<file path="config.mk">
export PLATFORM = sky130hd
export DESIGN_NAME = farm_sensor_conditioner
export DESIGN_NICKNAME = d
export VERILOG_FILES = /design/src/rtl/tlc_pkg.sv /design/src/rtl/synchronizer.sv /design/src/rtl/farm_sensor_conditioner.sv
export SDC_FILE = /design/constraint.sdc
export NUM_CORES = 1
export LEC_CHECK = 0
export CORE_ASPECT_RATIO = 0.8
export CORE_MARGIN = 4
export CORE_UTILIZATION = 35
export DETAILED_ROUTE_END_ITERATION = 10
export PLACE_DENSITY = 0.5
export RECOVER_POWER = 100
export SYNTH_ARGS = -nofsm -noshare
export SYNTH_HDL_FRONTEND = slang
export SYNTH_SLANG_ARGS = --single-unit
</file>
<file path="constraint.sdc">
create_clock -name Clk -period 2.7 [get_ports Clk]
set_input_delay 0.405 -clock Clk [delete_from_list [all_inputs] [get_ports Clk]]
set_output_delay 0.405 -clock Clk [all_outputs]
set_load 0.05 [all_outputs]
</file>
<file path="src/rtl/tlc_pkg.sv">
// tlc_pkg
// Shared encodings for the traffic-light controller slice.
//   light_t        : farm/highway light colour (RED, YELLOW, GREEN)
//   sensor_state_t : farm sensor conditioner state, also driven out on Dbg
//   CNT_W          : width of the debounce and stuck-detector counters
package tlc_pkg;

  typedef enum logic [1:0] {
    RED    = 2'b00,
    YELLOW = 2'b01,
    GREEN  = 2'b10
  } light_t;

  typedef enum logic [1:0] {
    IDLE    = 2'b00,
    QUALIFY = 2'b01,
    REQUEST = 2'b10,
    SERVING = 2'b11
  } sensor_state_t;

  localparam int CNT_W = 31;

endpackage

</file>
<file path="src/rtl/synchronizer.sv">
// synchronizer
// Plain two-flop synchronizer for a single asynchronous bit. The flops carry
// no reset; callers that need a clean value after reset gate the input and
// mask the output themselves.
// Ports:
//   Clk : destination clock
//   d   : asynchronous input bit
//   q   : synchronized output, two Clk edges after d is sampled
module synchronizer (
  input  logic Clk,
  input  logic d,
  output logic q
);

  logic meta;

  always_ff @(posedge Clk) begin
    meta <= d;
    q    <= meta;
  end

endmodule

</file>
<file path="src/rtl/farm_sensor_conditioner.sv">
// farm_sensor_conditioner
// Cleans up the farm-road vehicle detector for tlc_controller: synchronizes
// the raw input, debounces it, latches a qualified call until the farm road
// goes green, passes live presence through while green, and falls back to
// permanent recall when the detector appears stuck at "present".
// Ports:
//   Clk        : system clock
//   Rst        : synchronous reset, active low
//   SensorRaw  : asynchronous raw detector, 1 = vehicle present
//   farmSignal : current farm light from the controller (light_t encoding)
//   farmSensor : conditioned vehicle call to the controller
//   Fault      : sticky stuck-detector flag, cleared only by reset
//   Dbg        : current state encoding
module farm_sensor_conditioner
  import tlc_pkg::*;
#(
  parameter int DEBOUNCE_CYCLES = 1_000_000,
  parameter int STUCK_CYCLES    = 1_500_000_000
) (
  input  logic       Clk,
  input  logic       Rst,
  input  logic       SensorRaw,
  input  logic [1:0] farmSignal,
  output logic       farmSensor,
  output logic       Fault,
  output logic [1:0] Dbg
);

  localparam logic [CNT_W-1:0] QLAST   = CNT_W'(DEBOUNCE_CYCLES - 1);
  localparam logic [CNT_W-1:0] SLAST   = CNT_W'(STUCK_CYCLES - 1);
  localparam logic [CNT_W-1:0] SMAX    = '1;
  localparam logic [CNT_W-1:0] CNT_ONE = CNT_W'(1);

  logic             rawgated;
  logic             syncq;
  logic             armed;
  logic             sync;
  logic             green;
  sensor_state_t    state;
  sensor_state_t    nextstate;
  logic [CNT_W-1:0] qcnt;
  logic [CNT_W-1:0] scnt;

  // The synchronizer has no reset. Gating its input clears the first flop on
  // a reset edge; armed masks the second flop for the one cycle it still
  // holds pre-reset data, so sync reads 0 immediately after reset.
  assign rawgated = SensorRaw & Rst;

  synchronizer u_sync (
    .Clk (Clk),
    .d   (rawgated),
    .q   (syncq)
  );

  always_ff @(posedge Clk) begin
    armed <= Rst;
  end

  assign sync  = syncq & armed;
  assign green = (farmSignal == GREEN);

  always_ff @(posedge Clk) begin
    if (!Rst) begin
      state <= IDLE;
    end else begin
      state <= nextstate;
    end
  end

  // REQUEST ignores sync so a vehicle that left after qualifying is still
  // served; GREEN is only acted on from REQUEST and SERVING.
  always_comb begin
    nextstate = state;
    case (state)
      IDLE:    if (sync) nextstate = QUALIFY;
      QUALIFY: begin
        if (!sync) begin
          nextstate = IDLE;
        end else if (qcnt == QLAST) begin
          nextstate = REQUEST;
        end
      end
      REQUEST: if (green) nextstate = SERVING;
      SERVING: if (!green) nextstate = IDLE;
      default: nextstate = IDLE;
    endcase
  end

  // Holding qcnt at zero in IDLE makes every entry into QUALIFY start a full
  // qualification, which is what rejects single-cycle low glitches.
  always_ff @(posedge Clk) begin
    if (!Rst) begin
      qcnt <= '0;
    end else if (state == IDLE) begin
      qcnt <= '0;
    end else if (state == QUALIFY && sync && qcnt != QLAST) begin
      qcnt <= qcnt + CNT_ONE;
    end
  end

  // Fault is set on the same edge that scnt reaches STUCK_CYCLES, so it is
  // compared against the pre-increment value.
  always_ff @(posedge Clk) begin
    if (!Rst) begin
      scnt  <= '0;
      Fault <= 1'b0;
    end else begin
      if (!sync) begin
        scnt <= '0;
      end else if (scnt != SMAX) begin
        scnt <= scnt + CNT_ONE;
      end
      if (sync && scnt == SLAST) begin
        Fault <= 1'b1;
      end
    end
  end

  always_comb begin
    farmSensor = 1'b0;
    case (state)
      REQUEST: farmSensor = 1'b1;
      SERVING: farmSensor = sync;
      default: farmSensor = 1'b0;
    endcase
    if (Fault) begin
      farmSensor = 1'b1;
    end
  end

  assign Dbg = state;

endmodule

</file>
# Word-level counts from Yosys, hierarchy flattened
# Cells that the tools add are included.
[word_totals] register_bits=68 inputBits=5 out_inout_bits=4 wordCells=39
[classes] add_sub_neg=2 n_eq_ne=12 mux=8 bitwise=3 reduce_logical=7
[ops] op="31-bit by 1-bit adder with 31-bit output, second input constant" count=2
[ops] op="31-bit by 20-bit equality test with 1-bit output, second input constant" count=1
[ops] op="31-bit equality test, second input constant" count=1
[ops] op="31-bit by 20-bit inequality test with 1-bit output, second input constant" count=1
[ops] op="31-bit inequality test, second input constant" count=1
[ops] op="2-bit 2-to-1 mux" count=5
[ops] op="2-bit one-hot mux with 4 select lines" count=1
[ops] op="2-bit equality test, second input constant" count=3
[ops] op="2-bit inequality test, second input constant" count=3
[ops] op="4-bit AND reduction" count=1
[ops] op="1-bit logical AND" count=3
[ops] op="3-bit inequality test, second input constant" count=1
[ops] op="1-bit AND" count=2
[ops] op="2-bit by 1-bit equality test with 1-bit output, second input constant" count=1
[ops] op="2-bit zero test" count=1
[ops] op="1-bit one-hot mux with 2 select lines" count=1
[ops] op="2-bit AND reduction" count=1
[ops] op="2-bit OR reduction" count=1
[ops] op="1-bit 2-to-1 mux" count=1
[ops] op="1-bit NOT" count=1

# Depth between registers and ports, before layout
[logic_depth] word_depth=4 ltp_mapped=8 mapped_depth_nobuf=6

# Modules after synthesis
# Synthesis repeated with hierarchy kept, for this count alone.
[hier_totals] hier_cells=404 hier_area_um2=3414.5
[by_module_without_submodules] module="farm_sensor_conditioner" instances=1 cells_per_inst=402 area_each_um2=3374.5 seq_area_each_um2=1321.3
[by_module_without_submodules] module="synchronizer" instances=1 cells_per_inst=2 area_each_um2=40.0 seq_area_each_um2=40.0

# Worst setup path before layout
# No wires, ideal clock.
[synth_timing] kind="flip-flop to flip-flop" start="register state[0], in the netlist Dbg[0]" end="register qcnt[23]" setup_ps=71 t_arrival_ps=2001 setup_slack_ps=629 stages_incl_launch_ff=7 synth_period_minus_slack_ps=2071 cell_sequence="dfxtp_1 clkbuf_1 nand4b_1 or2_1 clkbuf_1 or4_1 a21oi_1"
[synth_between] elab_chain_len=3 elab_cells_between_ends=5 cone_classes="eq/ne (1); reduce/logical (4)"
[synth_lines] element="start, declared" line="farm_sensor_conditioner.sv:39" rtl="sensor_state_t state;"
[synth_lines] element="start signal, assigned" line="farm_sensor_conditioner.sv:66" rtl="state <= nextstate;"
[synth_lines] element="2-bit by 1-bit equality test with 1-bit output" line="farm_sensor_conditioner.sv:96" rtl="end else if (state == QUALIFY && sync && qcnt != QLAST) begin"
[synth_lines] element="1-bit logical AND (2 in a row)" line="farm_sensor_conditioner.sv:96"
[synth_lines] element="end signal, assigned" line="farm_sensor_conditioner.sv:97" rtl="qcnt <= qcnt + CNT_ONE;"
[synth_lines] element="end, declared" line="farm_sensor_conditioner.sv:41" rtl="logic [CNT_W-1:0] qcnt;"
# Several ways; a longest one is shown, not always the timed one.
# A chain may end at the register's enable or synchronous reset.

# Worst setup path in the final report
[layout_timing] start="register u_sync.q" end="output farmSensor"
[layout_between] elab_chain_len=3
[layout_lines] element="start, declared" line="synchronizer.sv:12" rtl="output logic q"
[layout_lines] element="start signal, assigned" line="synchronizer.sv:19" rtl="q <= meta;"
[layout_lines] element="1-bit AND" line="farm_sensor_conditioner.sv:59" rtl="assign sync = syncq & armed;"
[layout_lines] element="1-bit one-hot mux with 2 select lines" line="farm_sensor_conditioner.sv:121" rtl="case (state)"
[layout_lines] element="1-bit 2-to-1 mux" line="farm_sensor_conditioner.sv:126" rtl="if (Fault) begin"
[layout_lines] element="end, declared" line="farm_sensor_conditioner.sv:24" rtl="output logic farmSensor,"
# No other way between the ends.

==> impl_results.md <==
- CTS HTree Levels: 3
- Setup repair after global routing missed its margin: no
- Fmax: 0.4318 GHz
- Initial Util: 0.3683
- Number of max-cap violations: 0
- Antenna Cells: 0
- Syn-to-layout area delta: 15.61%
- Syn Area/Cell: between 8 and 9 sq um
- Synth Warn #: 0
- Worst-path cell chain: nand2_1, nand2_1, nand2_1, nand2_1, dlygate4sd3_1
- PD cells: 594.4 nW/um^2
- Via density per instance: a little under 6
- Worst slew margin: 0.6151
- Slowest stage delay, CP: around 0.87 ns
- RD Place Congestion: between 0.8 and 0.9
- Critical Path Sink Type: primary output
- Wl on met1: 4750 microns
- CP max-delay cell: dlygate4sd3_1
- Worst min path class: reg -> reg
- Pre-antenna DRT Iters: 4
- Routed wl met3: 371 microns
- Layout cells sized above 1: 0.07838
- Initial antenna violation count: 0
- Top cell by count, worst path: nand2_1
- FILL cells: a little over 900
- FF+latch count, synth: 68
- Skew final: just under 0.005 ns
- Clk buf depth: 2
- Die ar.: 11,410 sq um
- DIE HEIGHT: 96.35 microns
- Capture point of the critical path: farmSensor
- Depth of the worst register-to-register path: 5
- Post-synthesis sequential area ratio: 0.3987
- Vias in the first global route: ~2.9k
- Final nets: 423
- Critical path class: reg -> out
- # IOs: 9
- Largest net degree at the start of global routing: 22
- CTS tree: yes
- RR Startpoint: scnt[20]$_SDFFE_PN0P_
- Commonest non-fill, non-tap cells in the layout: 68 x dfxtp_1, 32 x nand2_1, 32 x nor2_1
- Final non-filler cell total: 536
- Die span in x: 118.4 microns
- Reg2Reg Setup Slack: slightly below 0.4 ns
- Rows: 31
- Clock Latency Late Sink: 0.33 ns
- Post-Syn Nets: 411
- Num CTS Buffers: 9
- Total gr overflow: 0
- Setup bufs post-CTS: 0
- Residual DRC: 0
- Reported leakage power: around 1.1 nW
- CORE AREA: roughly 9300 sq um
- Clock transition at path regs: 0.06 ns
- Post-synthesis cell area: 3415 sq um
- Highest routed layer: met4
- First-pass GRT wire length: 14,840 microns
- Final Max Tran Viols: 0
- Detailed Route WL: 8495 microns
- DRT antenna net count: 0
- Startpoint Class: flip-flop
- Vias post-DR: 3,100
- Worst-margin pin slew: 0.5746 ns
- DRT iter0 DRCs: 190
- PostCTS Resize Cnt: 0
- Final Hold Fails: 0
- Post-CTS Hold Buffers: 0
- Status: finished clean
- Post-synth cell types: 56
- Crit path max fanout: 5
- Root Buffer: clkbuf_16
- Setup_tns: 0 ns
- Setup crit start: u_sync.q$_DFF_P_
- Ys async rst share: 0
- WP depth: 5
- Cells after Synth: 404
- Post-synth EDFFs: 0
- Placed insts: 520
- Commonest register cell after synthesis: dfxtp_1
- Worst endpoint required time: approximately 2.3 ns
- Cell family with most CP delay: buffers and inverters
- Wire length on met2: between 3000 and 4000 microns
- GR Util All Layers: 0.1626
- Post-route minimum period: around 2.3 ns
- Drt wl/cell: 15.85 microns
- CP bufs+invs: 1
- Commonest non-fill, non-tap cell in the layout: dfxtp_1
- WP data arrival: 1.91 ns
- Clock sinks: 68
- Reg2Reg Capture Point: scnt[15]$_SDFFE_PN0P_
- Maximum vdd drop: roughly 0.00031 V
- Detailed placement HPWL: just under 6000 microns
- Period utilization: 0.8576
- # setup viols final: 0
- IO buf count: 8
-- worst reg2reg max path, delay by kind of cell (launching register included) --
family	cells	cell delay, ns
and+or+nand+nor	3	1.15
AOI/OAI and AO/OA	2	0.54
DFF	1	0.49
-- worst min-delay path by stage --
stage,endpoint,slack [ns],start,depth (start not counted)
after CTS,u_sync.q$_DFF_P_,0.33,u_sync.meta$_DFF_P_,0
after global routing,u_sync.q$_DFF_P_,0.34,u_sync.meta$_DFF_P_,0
final,u_sync.q$_DFF_P_,0.33,u_sync.meta$_DFF_P_,0
after floorplan,u_sync.q$_DFF_P_,0.31,u_sync.meta$_DFF_P_,0
after global placement,u_sync.q$_DFF_P_,0.32,u_sync.meta$_DFF_P_,0
after detailed placement,u_sync.q$_DFF_P_,0.32,u_sync.meta$_DFF_P_,0
-- power breakdown --
group          total [mW]  internal (mW)  switching (mW)
clock                1.31          0.881           0.432
combinational      0.0237        0.00983          0.0138
sequential           1.01           1.01         0.00318
-- flip-flops by register name, indices dropped and copies added, names as in the netlist, named ones only --
| register | count |
|---|---|
| qcnt | 31 |
| scnt | 31 |
| Dbg | 1 |
| Fault | 1 |
| armed | 1 |
| u_sync.meta | 1 |
| u_sync.q | 1 |
-- per-stage QoR --
stage               power (mW)  worst slack (ns)  utilization  hold WS [ns]  cell area, sq um
global route             2.427            0.1970       0.4258        0.3403              3948
detailed placement       1.056            0.5798       0.3921        0.3223              3635
floorplan                1.044            0.6289            -        0.3096              3415
CTS                      2.379            0.4291       0.4284        0.3325              3971
global placement         1.056            0.6084       0.3921        0.3157              3635
finish                   2.347            0.3844       0.4258        0.3294              3948
-- kinds of logic after synthesis --
group	Yosys count	synth area share
simple gates	190	0.3177
compound gates	96	0.1876
flops	68	0.3987
buf+inv	26	0.03188
xor+xnor	21	0.05386
fa+ha+maj	2	0.007328
mux	1	0.002932
-- cells in the mapped netlist (10+ instances only) --
| cell type | number | area, sq um |
|---|---|---|
| nor4_1 | 14 | 87.58 |
| inv_1 | 10 | 37.54 |
| nand3_1 | 25 | 125.1 |
| o31ai_1 | 13 | 97.59 |
| nand4_1 | 13 | 81.33 |
| or4_1 | 13 | 97.59 |
| dfxtp_1 | 68 | 1361 |
| nand2_1 | 32 | 120.1 |
| a21oi_1 | 29 | 145.1 |
| or3_1 | 19 | 118.9 |
| o21ai_0 | 20 | 100.1 |
| clkbuf_1 | 11 | 41.29 |
| nor2_1 | 32 | 120.1 |
| xor2_1 | 10 | 87.58 |
| xnor2_1 | 11 | 96.34 |
-- metal layers --
layer  global-route usage  up-vias
met4              0.05497        0
met2               0.2301       51
met1               0.2375     1483
met5                    0        -
li1                     -     1557
met3              0.04289        9
-- final cells by class --
| class | count | area, sq um | area share |
|---|---|---|---|
| multi-input combinational | 310 | 1932 | 0.4894 |
| sequential | 68 | 1361 | 0.3449 |
| clock buffer | 12 | 266.5 | 0.06751 |
| tap | 115 | 143.9 | 0.03645 |
| timing repair buffer | 16 | 132.6 | 0.03360 |
| clock inverter | 4 | 70.07 | 0.01775 |
| inverter | 11 | 41.29 | 0.01046 |
(Power assumes the default switching activity.)
